$ cat config.mk
export PLATFORM = sky130hd
export DESIGN_NAME = led_mask_arbiter
export DESIGN_NICKNAME = d
export VERILOG_FILES = /design/src/rtl/led_mask_arbiter.sv
export SDC_FILE = /design/constraint.sdc
export NUM_CORES = 1
export LEC_CHECK = 0
export BUFFER_PORTS_ARGS = -buffer_cell sky130_fd_sc_hd__buf_2
export CORE_UTILIZATION = 55
export DETAILED_ROUTE_END_ITERATION = 7
export PLACE_DENSITY = 0.92
export SLEW_MARGIN = 40
export SYNTH_ARGS = -nofsm -noshare
export SYNTH_HDL_FRONTEND = slang
export SYNTH_SLANG_ARGS = --single-unit
$ cat constraint.sdc
create_clock -name i_clk -period 5 [get_ports i_clk]
set_input_delay 0.75 -clock i_clk [delete_from_list [all_inputs] [get_ports i_clk]]
set_output_delay 0.75 -clock i_clk [all_outputs]
set_load 0.02 [all_outputs]
$ cat src/rtl/led_mask_arbiter.sv
// led_mask_arbiter: round-robin arbiter that lets one of two requesters own the
// 9-LED output path. The granted data ^ mask pattern is registered onto the LEDs
// and held for HOLD_CYCLES clocks before the next request is accepted.
module led_mask_arbiter #(
    parameter int unsigned HOLD_CYCLES = 1000   // legal range 1 .. 2^20-1
) (
    input  logic       i_clk,
    input  logic       i_reset,
    input  logic       i_a_valid,
    output logic       o_a_ready,
    input  logic [8:0] i_a_data,
    input  logic [8:0] i_a_mask,
    input  logic       i_b_valid,
    output logic       o_b_ready,
    input  logic [8:0] i_b_data,
    input  logic [8:0] i_b_mask,
    output logic [8:0] o_led,
    output logic       o_busy,
    output logic       o_owner
);

    typedef enum logic {
        ST_IDLE = 1'b0,
        ST_HOLD = 1'b1
    } state_t;

    // Counter reload: the transfer edge itself is the first held clock.
    localparam logic [19:0] HOLD_LOAD = 20'(HOLD_CYCLES - 1);

    state_t      r_state;
    logic [19:0] r_count;
    logic        r_prio;    // 0 = A wins a tie, 1 = B wins a tie
    logic [8:0]  r_led;
    logic        r_owner;
    logic        r_busy;

    logic        w_idle;
    logic        w_a_ready;
    logic        w_b_ready;

    // Grant decode: depends only on state, valids and the priority pointer, never
    // on data or mask. Reset forces both readys low so nothing is granted while
    // the block is held in reset.
    assign w_idle    = (r_state == ST_IDLE) && !i_reset;
    assign w_a_ready = w_idle && i_a_valid && (!i_b_valid || !r_prio);
    assign w_b_ready = w_idle && i_b_valid && (!i_a_valid ||  r_prio);

    // Arbitration FSM: capture the winning pattern, then count out the hold time.
    // NOTE: every register here uses <= so all state updates see the values from
    // before this edge; a blocking = would let later lines read already-updated
    // state and silently reorder the hardware.
    always_ff @(posedge i_clk or posedge i_reset) begin
        if (i_reset) begin
            r_state <= ST_IDLE;
            r_count <= '0;
            r_prio  <= 1'b0;
            r_led   <= 9'h000;
            r_owner <= 1'b0;
            r_busy  <= 1'b0;
        end else begin
            case (r_state)
                ST_IDLE: begin
                    if (w_a_ready) begin
                        r_led   <= i_a_data ^ i_a_mask;
                        r_owner <= 1'b0;
                        r_prio  <= 1'b1;
                        r_busy  <= 1'b1;
                        r_count <= HOLD_LOAD;
                        r_state <= ST_HOLD;
                    end else if (w_b_ready) begin
                        r_led   <= i_b_data ^ i_b_mask;
                        r_owner <= 1'b1;
                        r_prio  <= 1'b0;
                        r_busy  <= 1'b1;
                        r_count <= HOLD_LOAD;
                        r_state <= ST_HOLD;
                    end
                end
                ST_HOLD: begin
                    // LEDs and owner keep their value on the way back to IDLE.
                    if (r_count == 20'd0) begin
                        r_busy  <= 1'b0;
                        r_state <= ST_IDLE;
                    end else begin
                        r_count <= r_count - 20'd1;
                    end
                end
            endcase
        end
    end

    assign o_a_ready = w_a_ready;
    assign o_b_ready = w_b_ready;
    assign o_led     = r_led;
    assign o_busy    = r_busy;
    assign o_owner   = r_owner;

endmodule

==> results of run 1 <==
## synthesized netlist by cell type, types with 2 or more instances
library cell,instances,share of area
dfrtp_1,33,0.44
or3b_2,2,0.0093
o311ai_0,2,0.0093
o211ai_1,2,0.0080
nor4_1,4,0.013
clkbuf_1,4,0.0080
nand4_1,2,0.0066
o21a_1,2,0.0080
mux2i_1,21,0.11
nor2_1,11,0.022
or4_1,4,0.016
a211oi_1,2,0.0080
nand3_1,4,0.011
o31ai_1,2,0.0080
o41ai_1,2,0.0093
a21oi_1,5,0.013
nor3_1,4,0.011
nand2_1,25,0.050
a2111oi_0,2,0.0093
ha_1,2,0.013
or4_4,3,0.018
or3_1,2,0.0066
inv_1,6,0.012
o21ai_0,16,0.043
nand2b_1,2,0.0066
or2_2,3,0.010
xor2_1,18,0.084
## placed cells by master, fill, tap and decap left out, types with 3 or more instances in the layout
cell      instances
xor2_1           18
nand2_1          25
or4_1             4
nor3_1            4
buf_2            52
nor4_1            4
nor2_1           11
mux2i_1          21
a21oi_1           5
clkbuf_4          5
or4_4             3
inv_1             6
dfrtp_1          33
or2_2             3
nand3_1           4
o21ai_0          16
## per-layer routing
layer  part of all wire  routed length (um)
met5                  0                   0
met1               0.40                1690
met2               0.51                2150
met3              0.064                 272
met4              0.030                 126
## registers in the layout, indices dropped and copies added (netlist names)
register / count
r_count: 20
o_led: 9
o_busy: 1
o_owner: 1
r_prio: 1
r_state: 1
## power groups by stage
stage	sequential [mW]	combinational (mW)	clock, mW
after floorplan	0.293	0.0232	0
after global placement	0.285	0.0603	0
after detailed placement	0.286	0.0640	0
after CTS	0.281	0.0638	0.174
after global routing	0.282	0.0699	0.186
final	0.281	0.0630	0.173
## kinds of logic (layout without fill, tap and decap cells)
kind of cell             after synthesis  after routing  share of synthesized area
AND/OR/NAND/NOR                       72             72                      0.204
AO/OA/AOI/OAI                         38             38                      0.126
flip-flops                            33             33                      0.439
multiplexers                          21             21                      0.112
XOR/XNOR                              18             18                     0.0838
buffers and inverters                 11             68                     0.0219
adder cells (fa/ha/maj)                2              2                     0.0133
## worst max-delay path: cells and delay by family
| kind | cells | cell delay, ps |
|---|---|---|
| AND/OR/NAND/NOR | 2 | 840 |
| buffers and inverters | 3 | 430 |
## stage by stage
step / instances / utilization / setup WS [ps]
after floorplan: 195 / - / 2630
after global placement: 288 / 0.697 / 2250
after detailed placement: 288 / 0.697 / 2240
after CTS: 296 / 0.719 / 2220
after global routing: 296 / 0.719 / 2080
final: 296 / 0.719 / 2220
## final timing paths
kind,endpoint
setup / recovery,o_a_ready
hold / removal,r_count[3]
setup reg to reg,r_count[16]
hold reg to reg,o_led[3]
max in group asynchronous,r_count[11]
min in group i_clk,o_led[3]
## final cells by class
type,instances,share of cell area
clock buffer,7,0.0287
clock inverter,1,0.00221
inverter,6,0.00993
multi-input combinational,151,0.449
sequential,33,0.364
tap,44,0.0243
timing repair buffer,54,0.121
==> reports/qor.csv, run 1 <==
stage;metric;value;unit
run_status;status;finished clean;
critical_path;Crit path largest cell delay;530;ps
floorplanning;core area;3150;um^2
grt;M3 GR Usage;0.0917;
synthesis;Mapped Area;1880;um^2
synthesis;Synth async-reset ratio;1.00;
critical_path;crit-path cells;buf_2, nor2_1, nand3_1, inv_1, buf_2;
clock_tree;Worst-path clk slew;100;ps
synthesis;Post-synth top flop;dfrtp_1;
floorplanning;die area;3660;um^2
critical_path;CP startpoint;i_reset;
timing;worst clock skew;6.29;ps
drt;DRC Markers;0;
layout;antenna fix cells;0;
pwr;sw power;0.132;mW
clock_tree;CTS resizes;0;
timing;min Tclk post-route;2780;ps
grt;GRT Resource Usage Total;0.264;
synthesis;register area share after synthesis;0.439;
grt;first-pass GRT wire length;6.94;mm
pwr;Reg power frac;0.544;
drt;1st-iter DRT viols;59;
clock_tree;Worst-Skew Late Latency;340;ps
grt;busiest grt layer;met2;
critical_path;Critical Path RT;4250;ps
drt;final WL;4.24;mm
grt;largest net degree at the start of global routing;36;
timing;Fmax achieved;360;MHz
pwr;Final Power;0.516;mW
timing;Slew headroom;0.595;
pwr;power density cells;228;nW/um^2
drt;drt wl/cell;14.3;um
timing;RSZ-0062 raised after global routing;false;
grt;antenna violations before repair;0;
synthesis;Synth Instances;195;
timing;Worst-Margin Slew;601;ps
timing;Final Hold Fails;0;
layout;Reg area;826;um^2
layout;fill cell count;242;
critical_path;Crit path arrival time;2030;ps
layout;synth-to-layout area growth;20.5;%
pwr;clock share of power;0.334;
pwr;Gate power share;0.122;
layout;layout cells sized above 1;0.290;
clock_tree;CTS Hold Bufs;0;
floorplanning;Starting Density;0.597;
clock_tree;CTS tree;done;
clock_tree;Clock Tree Root;clkbuf_4;
timing;setup_tns;0;ps
synthesis;number of synthesized flops with an enable pin;0;
critical_path;worst reg2reg startpoint;r_count[2];
critical_path;Worst setup EP type;primary output;
drt;Avg Vias per Cell;5.64;
layout;final net count;293;
floorplanning;Die W;60.5;um
synthesis;syn nets;237;
pwr;Leak;1.10;nW
clock_tree;total CTS buffers;5;
drt;vias;1669;
floorplanning;num rows;20;
grt;M1 GR Usage;0.274;
place;routability congestion estimate;0.835;
clock_tree;Sink Count;33;
timing;Min Hold Slack;487;ps
timing;final setup fails;0;
critical_path;Worst Setup Path Type;in2out;
critical_path;startpoint types;input port;
synthesis;Synth Register Bits;33;
worst_hold_path;Hold Crit Class;in2async;
critical_path;r2r setup slk;2660;ps
clock_tree;Max H-tree Level;2;
critical_path;CP dominant cell by count;buf_2;
layout;multi-input logic area;1020;um^2
place;Post-DP Area;2200;um^2
critical_path;Critical-path top delay cell;nand3_1;
synthesis;Syn. warnings;0;
clock_tree;clock buffer depth;2;
synthesis;Synth cell types;37;
flow_run;Max-cap violations;0;
timing;fin crit share;0.556;
grt;grt ovf;0;
pwr;Max IR drop VDD;179;uV
floorplanning;IO Count;53;
floorplanning;Die Y;60.5;um
place;Post-DP HPWL;3.19;mm
pwr;Pint;0.384;mW
grt;met2 Usage GRT;0.466;
critical_path;CP max FO;11;
synthesis;Avg Cell Area, Syn;9.65;um^2
critical_path;Reg2Reg Depth;4;
drt;post-route ant nets;0;
grt;vias in the first global route;1663;
clock_tree;buffer count from post-CTS setup fixing;0;
drt;Pre-antenna DRT Iters;4;
pwr;Sw Share;0.256;
place;Port Buf Inserts;52;
layout;design area;2270;um^2
timing;fin. max-slew vios;0;
(Power assumes the default switching activity.)
==> run 2, diff against run 1 <==
- CORE_UTILIZATION: 55 -> 52
- PLACE_DENSITY: 0.92 -> 0.88
- clock period: 5 -> 2.85 ns (I/O delays scaled with it)
==> reports/qor.csv, run 2 (same netlist as run 1, synthesis figures left out) <==
stage;metric;value;unit;change
critical_path;Worst Path Buf+Inv;0;;-3
layout;most frequent cells in the layout;buf_2, dfrtp_1, nand2_1;;
floorplanning;Starting Density;0.555;;-0.0416
pwr;power density cells;382;nW/um^2;+68%
floorplanning;core area;3390;um^2;+7.5%
critical_path;Crit path largest cell delay;570;ps;+40 ps
flow_run;Max-cap violations;0;;unchanged
drt;DRC Markers;0;;unchanged
place;Place WS;635;ps;-1600 ps
critical_path;startpoint types;flop;;
critical_path;CP max FO;7;;-4
drt;1st-iter DRT viols;76;;+29%
clock_tree;total CTS buffers;5;;unchanged
timing;RSZ-0062 raised after global routing;false;;
clock_tree;CTS tree;done;;
layout;fill cell count;268;;+11%
layout;synth-to-layout area growth;20.6;%;
critical_path;delay-heaviest family, CP;simple AND/OR/NAND/NOR gates;;
critical_path;Reg2Reg Depth;4;;unchanged
clock_tree;Sink Count;33;;unchanged
place;Post-DP HPWL;2.94;mm;-7.9%
timing;Final WS setup;597;ps;-1630 ps
floorplanning;die area;3860;um^2;+5.6%
clock_tree;Clock Tree Root;clkbuf_4;;
critical_path;r2r setup slk;600;ps;-2060 ps
timing;worst clock skew;10.7;ps;+4.36 ps
clock_tree;CTS Hold Bufs;0;;unchanged
critical_path;Worst setup EP type;flop;;
timing;Slew headroom;0.574;;-0.0219
pwr;Max IR drop VDD;321;uV;+80%
layout;layout cells sized above 1;0.289;;-0.00114
timing;Final Hold Fails;0;;unchanged
clock_tree;CTS resizes;0;;unchanged
drt;final WL;3.91;mm;-7.8%
timing;Worst-Margin Slew;640;ps;+38.3 ps
clock_tree;Worst-Skew Late Latency;340;ps;about the same
timing;fin crit share;0.791;;
critical_path;Crit path arrival time;2520;ps;+490 ps
run_status;status;finished clean;;
critical_path;worst reg2reg startpoint;r_count[2];;
layout;antenna fix cells;0;;unchanged
layout;max FFs per register;20;;unchanged
grt;vias in the first global route;1604;;-3.5%
clock_tree;Max H-tree Level;2;;unchanged
critical_path;crit-path cells;or4_4, or4_4, nor4b_1, mux2i_1;;
timing;Min Hold Slack;165;ps;-321 ps
critical_path;Worst Setup Path Type;reg2reg;;
clock_tree;buffer count from post-CTS setup fixing;0;;unchanged
critical_path;Reg2Reg Capture Point;r_count[13];;
critical_path;Critical-path top delay cell;or4_4;;
layout;multi-input logic area;1020;um^2;unchanged
layout;Biggest register;r_count;;
floorplanning;Die Y;62.2;um;+2.7%
timing;fin. max-slew vios;0;;unchanged
grt;GRT Resource Usage Total;0.229;;-0.0355
floorplanning;Die W;62.2;um;+2.7%
floorplanning;num rows;21;;+5.0%
pwr;Final Power;0.867;mW;+68%
pwr;Leak;1.10;nW;about the same
layout;design area;2270;um^2;+0.11%
clock_tree;clock buffer depth;2;;unchanged
place;Port Buf Inserts;52;;unchanged
drt;drt wl/cell;13.1;um;-8.7%
timing;setup_tns;0;ps;unchanged
grt;largest net degree at the start of global routing;34;;-5.6%
grt;first-pass GRT wire length;6.93;mm;-0.20%
grt;grt ovf;0;;unchanged
layout;final net count;295;;+0.68%
drt;post-route ant nets;0;;unchanged
drt;Avg Vias per Cell;5.49;;-2.6%
layout;Reg area;826;um^2;unchanged
timing;final setup fails;0;;unchanged
place;routability congestion estimate;0.846;;+1.3%
clock_tree;Worst-path clk slew;100;ps;about the same
drt;Pre-antenna DRT Iters;5;;+1
layout;commonest non-fill, non-tap cell in the layout;buf_2;;
timing;Fmax achieved;444;MHz;
worst_hold_path;Hold Crit Class;in2async;;
place;Post-DP Area;2210;um^2;+0.80%
floorplanning;IO Count;53;;unchanged
critical_path;CP dominant cell by count;or4_4;;
grt;antenna violations before repair;0;;unchanged
timing;min Tclk post-route;2250;ps;
critical_path;Critical Path RT;3120;ps;-1130 ps
drt;vias;1642;;-1.6%
run 2: cell types whose count changed in the layout (fill, tap and decap cells not counted):
cell / delta
clkbuf_1: +1
buf_4: +2
clkbuf_8: -1
clkinv_2: -1
run 2: layer usage:
metal	vias to the layer above	share of wire	track usage
met5	-	0	0
li1	829	-	-
met1	743	0.44	0.272
met3	7	0.062	0.0717
met2	63	0.48	0.380
met4	0	0.018	0.0988
run 2: how the worst max path moves through the flow:
stage / depth (start not counted) / endpoint / from / slack [ps]
final: 4 / r_count[13] / r_count[2] / 600
after global routing: 4 / r_count[1] / r_count[13] / 480
after CTS: 4 / r_count[13] / r_count[2] / 640
after detailed placement: 4 / r_count[13] / r_count[2] / 630
after global placement: 4 / r_count[11] / r_count[2] / 700
after floorplan: 4 / r_count[11] / r_count[2] / 730
run 2: where the power goes:
group / switching, mW / leakage [nW] / internal [mW]
sequential: 0.00857 / 0.388 / 0.482
clock: 0.152 / 0.0314 / 0.116
combinational: 0.0579 / 0.679 / 0.0493
total: 0.219 / 1.10 / 0.648
run 2: worst register-to-register path: cells and delay by family (launching register included):
family           cells  cell delay [ps]
AND/OR/NAND/NOR      3             1500
flip-flops           1              450
multiplexers         1              240
run 2: through the flow:
step,instances,utilization
finish,299,0.670
global route,299,0.670
CTS,299,0.670
detailed placement,292,0.653
global placement,292,0.653
floorplan,195,-
run 2: final cells by class:
cell class	instances	share of cell area
clock buffers	7	0.0243
inverters	6	0.00992
multi-input cells	151	0.449
flip-flops and latches	33	0.364
well taps	46	0.0254
repair buffers	56	0.128
